## src/rtl/mm_pkg.sv

```systemverilog
// rtl/mm_pkg.sv - shared types and constants for the matrix-multiply sequencer
package mm_pkg;

    localparam int DIM_W_DEFAULT = 2;
    // Upper bound on DIM_W; matrix size fields are stored at this width.
    localparam int DIM_W_MAX = 8;

    typedef enum logic [2:0] {
        ST_LOAD_M1,
        ST_LOAD_M2,
        ST_CHECK,
        ST_MAC,
        ST_OUTPUT
    } state_t;

    typedef struct packed {
        logic [DIM_W_MAX-1:0] last_row;
        logic [DIM_W_MAX-1:0] last_col;
        logic                 malformed;
    } mat_info_t;

endpackage

```

## src/rtl/mm_idx_counter.sv

```systemverilog
// rtl/mm_idx_counter.sv - index counter with clear, saturating increment and last-index compare
module mm_idx_counter
    import mm_pkg::*;
#(
    parameter int W = DIM_W_DEFAULT
)
(
    input  logic                 clk,
    input  logic                 rst,
    input  logic                 clr,
    input  logic                 inc,
    input  logic [DIM_W_MAX-1:0] limit,
    output logic [W-1:0]         value,
    output logic                 is_last
);

    logic at_max;

    assign at_max  = &value;
    assign is_last = (DIM_W_MAX'(value) == limit);

    always_ff @(posedge clk or posedge rst) begin
        if (rst) begin
            value <= '0;
        end else if (clr) begin
            value <= '0;
        end else if (inc && !at_max) begin
            value <= value + 1'b1;
        end
    end

endmodule

```

## src/rtl/mm_seq_ctrl.sv

```systemverilog
// rtl/mm_seq_ctrl.sv - load, legality check and MAC sequencing for the matrix-multiply engine
module mm_seq_ctrl
    import mm_pkg::*;
#(
    parameter int DIM_W = DIM_W_DEFAULT
)
(
    input  logic             clk,
    input  logic             rst,
    input  logic             in_valid,
    input  logic             col_end,
    input  logic             row_end,
    input  logic             out_ready,
    output logic             M1_wen,
    output logic             M2_wen,
    output logic [DIM_W-1:0] wr_row,
    output logic [DIM_W-1:0] wr_col,
    output logic [DIM_W-1:0] rd_i,
    output logic [DIM_W-1:0] rd_k,
    output logic [DIM_W-1:0] rd_j,
    output logic             acc_clr,
    output logic             acc_en,
    output logic             out_valid,
    output logic [DIM_W-1:0] out_row,
    output logic [DIM_W-1:0] out_col,
    output logic             is_legal,
    output logic             busy,
    output logic             done
);

    localparam logic [DIM_W_MAX-1:0] MAX_LIMIT = DIM_W_MAX'({DIM_W{1'b1}});

    state_t    state;
    mat_info_t m1, m2, cur, cur_nxt;
    logic      loading, load_wr, accept, final_beat, legal;
    logic      wr_col_max, wr_row_max, i_last, j_last, k_last;

    assign loading    = (state == ST_LOAD_M1) || (state == ST_LOAD_M2);
    assign load_wr    = loading && in_valid;
    assign M1_wen     = (state == ST_LOAD_M1) && in_valid;
    assign M2_wen     = (state == ST_LOAD_M2) && in_valid;
    assign busy       = !loading;
    assign acc_en     = (state == ST_MAC);
    assign acc_clr    = acc_en && (rd_k == '0);
    assign out_valid  = (state == ST_OUTPUT);
    assign out_row    = rd_i;
    assign out_col    = rd_j;
    assign accept     = out_valid && out_ready;
    assign final_beat = !is_legal || (i_last && j_last);
    assign done       = accept && final_beat;
    assign legal      = (m1.last_col == m2.last_row) && !m1.malformed && !m2.malformed;

    mm_idx_counter #(.W(DIM_W)) u_wr_col (
        .clk(clk), .rst(rst),
        .clr(load_wr && col_end),
        .inc(load_wr && !col_end),
        .limit(MAX_LIMIT),
        .value(wr_col), .is_last(wr_col_max)
    );

    mm_idx_counter #(.W(DIM_W)) u_wr_row (
        .clk(clk), .rst(rst),
        .clr(load_wr && col_end && row_end),
        .inc(load_wr && col_end && !row_end),
        .limit(MAX_LIMIT),
        .value(wr_row), .is_last(wr_row_max)
    );

    mm_idx_counter #(.W(DIM_W)) u_k (
        .clk(clk), .rst(rst),
        .clr((acc_en && k_last) || (state == ST_CHECK)),
        .inc(acc_en && !k_last),
        .limit(m1.last_col),
        .value(rd_k), .is_last(k_last)
    );

    mm_idx_counter #(.W(DIM_W)) u_j (
        .clk(clk), .rst(rst),
        .clr((accept && j_last) || (state == ST_CHECK)),
        .inc(accept && is_legal && !j_last),
        .limit(m2.last_col),
        .value(rd_j), .is_last(j_last)
    );

    mm_idx_counter #(.W(DIM_W)) u_i (
        .clk(clk), .rst(rst),
        .clr((accept && j_last && i_last) || (state == ST_CHECK)),
        .inc(accept && is_legal && j_last && !i_last),
        .limit(m1.last_row),
        .value(rd_i), .is_last(i_last)
    );

    // Shape tracking for whichever matrix is loading; the first row defines the width.
    always_comb begin
        cur     = (state == ST_LOAD_M2) ? m2 : m1;
        cur_nxt = cur;
        if (load_wr) begin
            if (!col_end) begin
                if (wr_col_max) cur_nxt.malformed = 1'b1;
            end else begin
                if (wr_row == '0) begin
                    cur_nxt.last_col = DIM_W_MAX'(wr_col);
                end else if (DIM_W_MAX'(wr_col) != cur.last_col) begin
                    cur_nxt.malformed = 1'b1;
                end
                if (row_end) begin
                    cur_nxt.last_row = DIM_W_MAX'(wr_row);
                end else if (wr_row_max) begin
                    cur_nxt.malformed = 1'b1;
                end
            end
        end
    end

    always_ff @(posedge clk or posedge rst) begin
        if (rst) begin
            state    <= ST_LOAD_M1;
            m1       <= '0;
            m2       <= '0;
            is_legal <= 1'b0;
        end else begin
            case (state)
                ST_LOAD_M1: begin
                    m1 <= cur_nxt;
                    if (load_wr && col_end && row_end) state <= ST_LOAD_M2;
                end
                ST_LOAD_M2: begin
                    m2 <= cur_nxt;
                    if (load_wr && col_end && row_end) state <= ST_CHECK;
                end
                ST_CHECK: begin
                    is_legal <= legal;
                    state    <= legal ? ST_MAC : ST_OUTPUT;
                end
                ST_MAC: begin
                    if (k_last) state <= ST_OUTPUT;
                end
                ST_OUTPUT: begin
                    if (accept) begin
                        if (final_beat) begin
                            state <= ST_LOAD_M1;
                            m1    <= '0;
                            m2    <= '0;
                        end else begin
                            state <= ST_MAC;
                        end
                    end
                end
                default: state <= ST_LOAD_M1;
            endcase
        end
    end

endmodule

```

## config.mk

```make
export PLATFORM = sky130hd
export DESIGN_NAME = mm_seq_ctrl
export DESIGN_NICKNAME = d
export VERILOG_FILES = /design/src/rtl/mm_pkg.sv /design/src/rtl/mm_idx_counter.sv /design/src/rtl/mm_seq_ctrl.sv
export SDC_FILE = /design/constraint.sdc
export NUM_CORES = 1
export LEC_CHECK = 0
export CORE_MARGIN = 2
export CORE_UTILIZATION = 50
export CTS_CLUSTER_DIAMETER = 40
export DETAILED_ROUTE_END_ITERATION = 8
export GPL_TIMING_DRIVEN = 1
export PLACE_DENSITY = 0.75
export SKIP_CTS_REPAIR_TIMING = 1
export SLEW_MARGIN = 20
export SYNTH_ARGS = -nofsm -noshare
export SYNTH_HDL_FRONTEND = slang
export SYNTH_SLANG_ARGS = --single-unit
```

## constraint.sdc

```tcl
create_clock -name clk -period 1.7 [get_ports clk]
set_clock_uncertainty 0.05 [all_clocks]
set_input_delay 0.34 -clock clk [delete_from_list [all_inputs] [get_ports clk]]
set_output_delay 0.34 -clock clk [all_outputs]
set_load 0.01 [all_outputs]
```

==> results of run 1 <==
through the flow:
step / util / setup slack (ns) / cell area, µm² / setup TNS, ns
3_3_place_gp: 0.661 / -0.442 / 3080 / -10.87
3_5_place_dp: 0.661 / -0.470 / 3080 / -11.61
5_1_grt: 0.755 / -0.525 / 3520 / -7.92
4_1_cts: 0.679 / -0.812 / 3160 / -7.16
6_report: 0.755 / -0.415 / 3520 / -4.37
2_1_floorplan: - / -0.0393 / 2400 / -0.0393
cell usage after synthesis, types with 3 or more instances:
| cell type | count |
|---|---|
| dfrtp_1 | 48 |
| nand2_1 | 19 |
| and2_1 | 15 |
| nor2_1 | 14 |
| and3_1 | 13 |
| inv_1 | 10 |
| xnor2_1 | 10 |
| nor3_1 | 8 |
| xor2_1 | 8 |
| ha_1 | 7 |
| o22ai_1 | 7 |
| a21oi_1 | 6 |
| o21ai_0 | 6 |
| nand4_1 | 5 |
| nor2b_1 | 5 |
| buf_4 | 4 |
| o21ai_1 | 4 |
| a31oi_1 | 3 |
| clkbuf_1 | 3 |
| nand2b_1 | 3 |
| nand3_1 | 3 |
power by group:
| part | internal (µW) | switching, µW |
|---|---|---|
| Sequential | 1330 | 170 |
| Clock | 279 | 380 |
| Combinational | 1380 | 1380 |
area by class of cell:
type | count | area, µm² | share of cell area
inverters | 12 | 45.0 | 0.0128
clock inverters | 2 | 12.5 | 0.00355
well taps | 54 | 67.6 | 0.0192
clock buffers | 5 | 68.8 | 0.0195
repair buffers | 94 | 843 | 0.240
multi-input cells | 166 | 1280 | 0.363
flip-flops and latches | 48 | 1200 | 0.342
worst max-delay path by stage:
stage                     endpoint  slack (ns)
after floorplan               done       -0.04
after global placement        done       -0.44
after detailed placement      done       -0.47
after CTS                     done       -0.81
after global routing          done       -0.53
final                         done       -0.41
routing by layer:
layer  track usage  vias to the layer above
li1              -                     1014
met1         0.308                     1053
met2         0.336                       58
met3        0.0508                       12
met4        0.0617                        0
met5             0                        -
placed cells by master, fill, tap and decap left out, types with 4 or more instances in the layout:
master            n
xor2_1            8
nor3_1            6
buf_6            12
a21oi_1           6
and2_4           12
o21ai_0           4
o22ai_1           7
ha_1              7
clkbuf_8          5
inv_1             8
clkdlybuf4s50_1   7
and3_1           13
buf_4            57
dlymetal6s2s_1   14
nor2_1           10
dfrtp_1          45
nand4_1           5
xnor2_1          10
nor2b_1           4
inv_2             4
nand2_1          15
state kept, by name, summed over array words and instances (netlist names):
name	count
u_i.value	2
u_wr_row.value	2
u_k.value	2
u_j.value	2
state	3
is_legal	1
u_wr_col.value	2
m1	17
m2	17
cells by family after synthesis:
family                   synth area share
AO/OA/AOI/OAI                       0.125
XOR/XNOR                           0.0657
adder cells (fa/ha/maj)            0.0365
buffers and inverters              0.0428
flip-flops                          0.501
multiplexers                      0.00834
AND/OR/NAND/NOR                     0.222
worst max-delay path: stages, from the launching register on:
cell and delay, ns:
dfrtp_1 0.39, nor4_1 0.31, nand4_1 0.22, o21ai_2 0.21, nand3_2 0.13, inv_2 0.08
buf_6 0.09
==> run_results.csv, run 1 <==
group,metric,value,unit
run_status,run_status,"finished, violations left",
run_status,violations,"negative setup slack",
clocking,root_buffer,"clkbuf_8",
global_route,antenna_found_initial,0,
yosys,ys_ff_latch,48,
routing,wl_met2,3.17,mm
layout,fillers,294,
yosys,synth_ff_type,"dfrtp_1",
clocking,cts_made_buffers,5,
global_route,grt_pass1_vias,1896,
place,dp_hpwl,4.04,mm
timing,whs,0.328,ns
worst_setup_path,cp.arrival,1.72,ns
worst_setup_path,cp-start-kind,"flip-flop",
timing,fmax,0.473,GHz
clocking,clock_path_buffers,2,
clocking,clk_latency,0.30,ns
timing,finalSetupViolations,40,
timing,period_share,1.24,
routing,via_per_inst,5.61,
yosys,synth_edf_count,0,
worst_setup_path,timing.rr.start,"state[2]",
floorplanning,die_area,0.00537,mm²
layout,layout-drive-gt1-share,0.376,
layout,n_antenna_cell,0,
timing,fin_crit,2.11,ns
yosys,async_flop_share,1.00,
floorplanning,start_util,0.515,
yosys,yosysUniqueCellTypes,47,
worst_setup_path,r2r_slack,-0.23,ns
routing,top_layer,"met4",
routing,routed-wl-met3,272,µm
timing,worst_pin_slew,0.427,ns
floorplanning,die_h,73.3,µm
global_route,overflow,0,
worst_setup_path,startpoint,"m1[12]",
global_route,grt_use_total,0.218,
place,numPortBuffers,27,
timing,slew_headroom,0.713,
floorplanning,die_x,73.3,µm
timing,rsz0062_at_grt,"true",
place,gp_congestion,0.937,
yosys,syn_area,0.00240,mm²
yosys,yosys_warnings,0,
worst_setup_path,worstPathMaxFanout,2,
timing,finalHoldViolCount,0,
layout,fin_nets,340,
power,power,4920,µW
floorplanning,core,0.00466,mm²
job,cap_violations,0,
yosys,netlist.area_leader.share,0.501,
routing,drt-met1-wl,2.86,mm
yosys,synthCells,235,
yosys,syn_avg_cell_area,10.2,µm²
yosys,ys_top_cells_by_area,"dfrtp_1, and2_1, ha_1",
routing,wl_per_cell,16.8,µm
clocking,cts.sinks,48,
power,peakVddDrop,0.763,mV
power,p_per_area,1400,mW/mm²
yosys,syn-num-nets,248,
layout,area_growth,46.7,%
routing,drc,0,
routing,dr.pass1.iters,4,
global_route,grt_max_degree,49,
routing,vias,2137,
yosys,yosys.area.top_type,"dfrtp_1",
floorplanning,num_rows,25,
timing,worst_slack,-0.415,ns
min_path,worstHoldPathType,"in -> async",
routing,dr.first_iter.drc_count,116,
worst_setup_path,worst-setup-path-type,"reg -> out",
global_route,grt_pass1_wl,9.00,mm
routing,final_antenna_net_count,0,
clocking,clkTransAtPathRegs,0.09,ns
place,dp_cells,359,
worst_setup_path,reg2reg_depth,7,
timing,drv_slew,0,
layout,final_cells,381,
yosys,ys_seq_area_frac,0.501,
power,p_leak,0.00199,µW
worst_setup_path,cp.required,1.31,ns
routing,wl,6.41,mm
worst_setup_path,r2r_end,"m1[2]",
clocking,cts_htree_levels,2,
floorplanning,io_pins,28,
clocking,cts_tree,"built",
worst_setup_path,end_kind,"output port",
Note: power is estimated with default switching activity, not from simulation.
==> run 2: changes to the inputs <==
--- a/config.mk
+++ b/config.mk
@@ -6,11 +6,12 @@
 export NUM_CORES = 1
 export LEC_CHECK = 0
 export CORE_MARGIN = 2
-export CORE_UTILIZATION = 50
+export CORE_UTILIZATION = 52
+export CTS_BUF_LIST = sky130_fd_sc_hd__clkbuf_8
 export CTS_CLUSTER_DIAMETER = 40
 export DETAILED_ROUTE_END_ITERATION = 8
 export GPL_TIMING_DRIVEN = 1
-export PLACE_DENSITY = 0.75
+export PLACE_DENSITY = 0.78
 export SKIP_CTS_REPAIR_TIMING = 1
 export SLEW_MARGIN = 20
 export SYNTH_ARGS = -nofsm -noshare
==> run 2 against run 1 <==
The flow still finishes with violations (negative setup slack). Global-route usage rose by 1.9 points. Sequential share of layout area up 0.40 points. Critical path type unchanged. Core utilization increased by 3.4 points. Largest power group unchanged. Flip-flop and latch count did not move. Die area shrank 3.6%. Worst hold slack better by 0.0041 ns. Clock power rose by 11%. Via count grew 5.6%.
==> run_results.csv, run 2 (synthesized netlist as in run 1, its figures left out) <==
group,metric,value,unit
run_status,run_status,"finished, violations left",
run_status,violations,"negative setup slack",
routing,final_antenna_net_count,0,
routing,drc,0,
floorplanning,die_area,0.00517,mm²
clocking,clk_latency,0.30,ns
worst_setup_path,cp.required,1.31,ns
power,power,4970,µW
clocking,cts_htree_levels,2,
layout,utilization,0.789,
routing,dr.pass1.iters,5,
timing,fin_crit,2.28,ns
clocking,clock_path_buffers,2,
routing,wl,6.98,mm
worst_setup_path,worstPathMaxFanout,2,
layout,final_common_cell,"buf_4",
job,cap_violations,0,
floorplanning,die_x,71.9,µm
power,p_per_area,1430,mW/mm²
place,numPortBuffers,27,
timing,finalSetupViolations,45,
layout,final_cells,373,
worst_setup_path,worst-setup-path-type,"reg -> out",
routing,vias,2256,
worst_setup_path,cp-start-kind,"flip-flop",
timing,rsz0062_at_grt,"true",
timing,drv_slew,0,
clocking,cts_tree,"built",
layout,finalInstanceArea,0.00348,mm²
place,dp_hpwl,4.13,mm
worst_setup_path,cp_slowest_cell,"dfrtp_1",
routing,via_per_inst,6.05,
layout,reg_top3,"m1 x17, m2 x17, state x3",
timing,worst_pin_slew,0.608,ns
worst_setup_path,cp_top_family,"simple AND/OR/NAND/NOR gates",
global_route,grt_max_degree,49,
clocking,cts_made_buffers,5,
global_route,antenna_found_initial,0,
worst_setup_path,path_cells,"nor4_2, nand4_1, o21ai_2, nand3_2, inv_2, buf_6",
layout,fin_nets,334,
clocking,root_buffer,"clkbuf_8",
floorplanning,die_h,71.9,µm
layout,layout-drive-gt1-share,0.336,
floorplanning,start_util,0.544,
power,p_leak,0.00195,µW
timing,fmax,0.439,GHz
place,gp_congestion,1.00,
layout,area_growth,45.2,%
floorplanning,io_pins,28,
timing,period_share,1.34,
floorplanning,core,0.00441,mm²
floorplanning,num_rows,24,
clocking,clkTransAtPathRegs,0.08,ns
worst_setup_path,slowest_delay,0.40,ns
worst_setup_path,cp.arrival,1.89,ns
place,place_area,0.00306,mm²
place,dp_cells,354,
routing,dr.first_iter.drc_count,221,
power,peakVddDrop,1.02,mV
timing,worst_slack,-0.578,ns
timing,finalHoldViolCount,0,
layout,n_antenna_cell,0,
clocking,cts.sinks,48,
min_path,worstHoldPathType,"in -> async",
worst_setup_path,crit_buf_inv,2,
timing,slew_headroom,0.591,
routing,wl_per_cell,18.7,µm
global_route,grt_pass1_vias,1984,
global_route,grt_use_total,0.236,
global_route,overflow,0,
layout,fillers,263,
layout,most-common-layout-cells,"buf_4, dfrtp_1, nand2_1",
worst_setup_path,end_kind,"output port",
global_route,grt_pass1_wl,9.45,mm
[run 2: cell count changes in the layout (fill, tap and decap cells not counted), sizes merged]
cell,delta
clkinv,-1
buf,-8
clkbuf,+4
clkinvlp,-1
[run 2: final cells by class]
| type | instances | area (µm²) | share of cell area |
|---|---|---|---|
| repair buffers | 88 | 808 | 0.232 |
| inverters | 12 | 45.0 | 0.0129 |
| well taps | 52 | 65.1 | 0.0187 |
| clock buffers | 7 | 96.3 | 0.0277 |
| flip-flops and latches | 48 | 1210 | 0.346 |
| multi-input cells | 166 | 1260 | 0.362 |
[run 2: path summary, 6_finish.rpt]
| check | slack (ns) | depth (start not counted) | from | endpoint |
|---|---|---|---|---|
| hold / removal | 0.33 | 3 | rst | u_k.value[0] |
| min in group clk | 0.45 | 1 | m1[11] | m1[11] |
| setup reg to reg | -0.32 | 7 | m2[5] | m2[7] |
| max in group asynchronous | 1.03 | 3 | rst | state[1] |
| setup / recovery | -0.58 | 6 | m2[5] | done |
| hold reg to reg | 0.45 | 1 | m1[11] | m1[11] |
[run 2: tightest hold or removal path: cells and delay by family]
kind                   cells  cell delay (ns)
buffers and inverters      3             0.72
[run 2: routing by layer]
metal	wire [µm]	share of wire	GRT usage	vias to the layer above
met3	419	0.060	0.0514	32
met2	3430	0.49	0.365	102
li1	-	-	-	1006
met4	232	0.033	0.0776	0
met1	2900	0.42	0.336	1116
met5	0	0	0	-
[run 2: through the flow]
stage | setup TNS, ns | setup slack (ns) | hold WS [ns]
CTS | -6.57 | -0.814 | 0.354
global placement | -10.85 | -0.461 | 0.420
finish | -9.91 | -0.578 | 0.332
global route | -13.19 | -0.656 | 0.374
detailed placement | -11.63 | -0.481 | 0.428
floorplan | -0.0393 | -0.0393 | 0.379
[run 2: power by group]
part | switching (µW) | leakage, µW | internal, µW
logic | 1380 | 0.00125 | 1320
clock network | 369 | 0.0000503 | 363
registers | 203 | 0.000653 | 1330
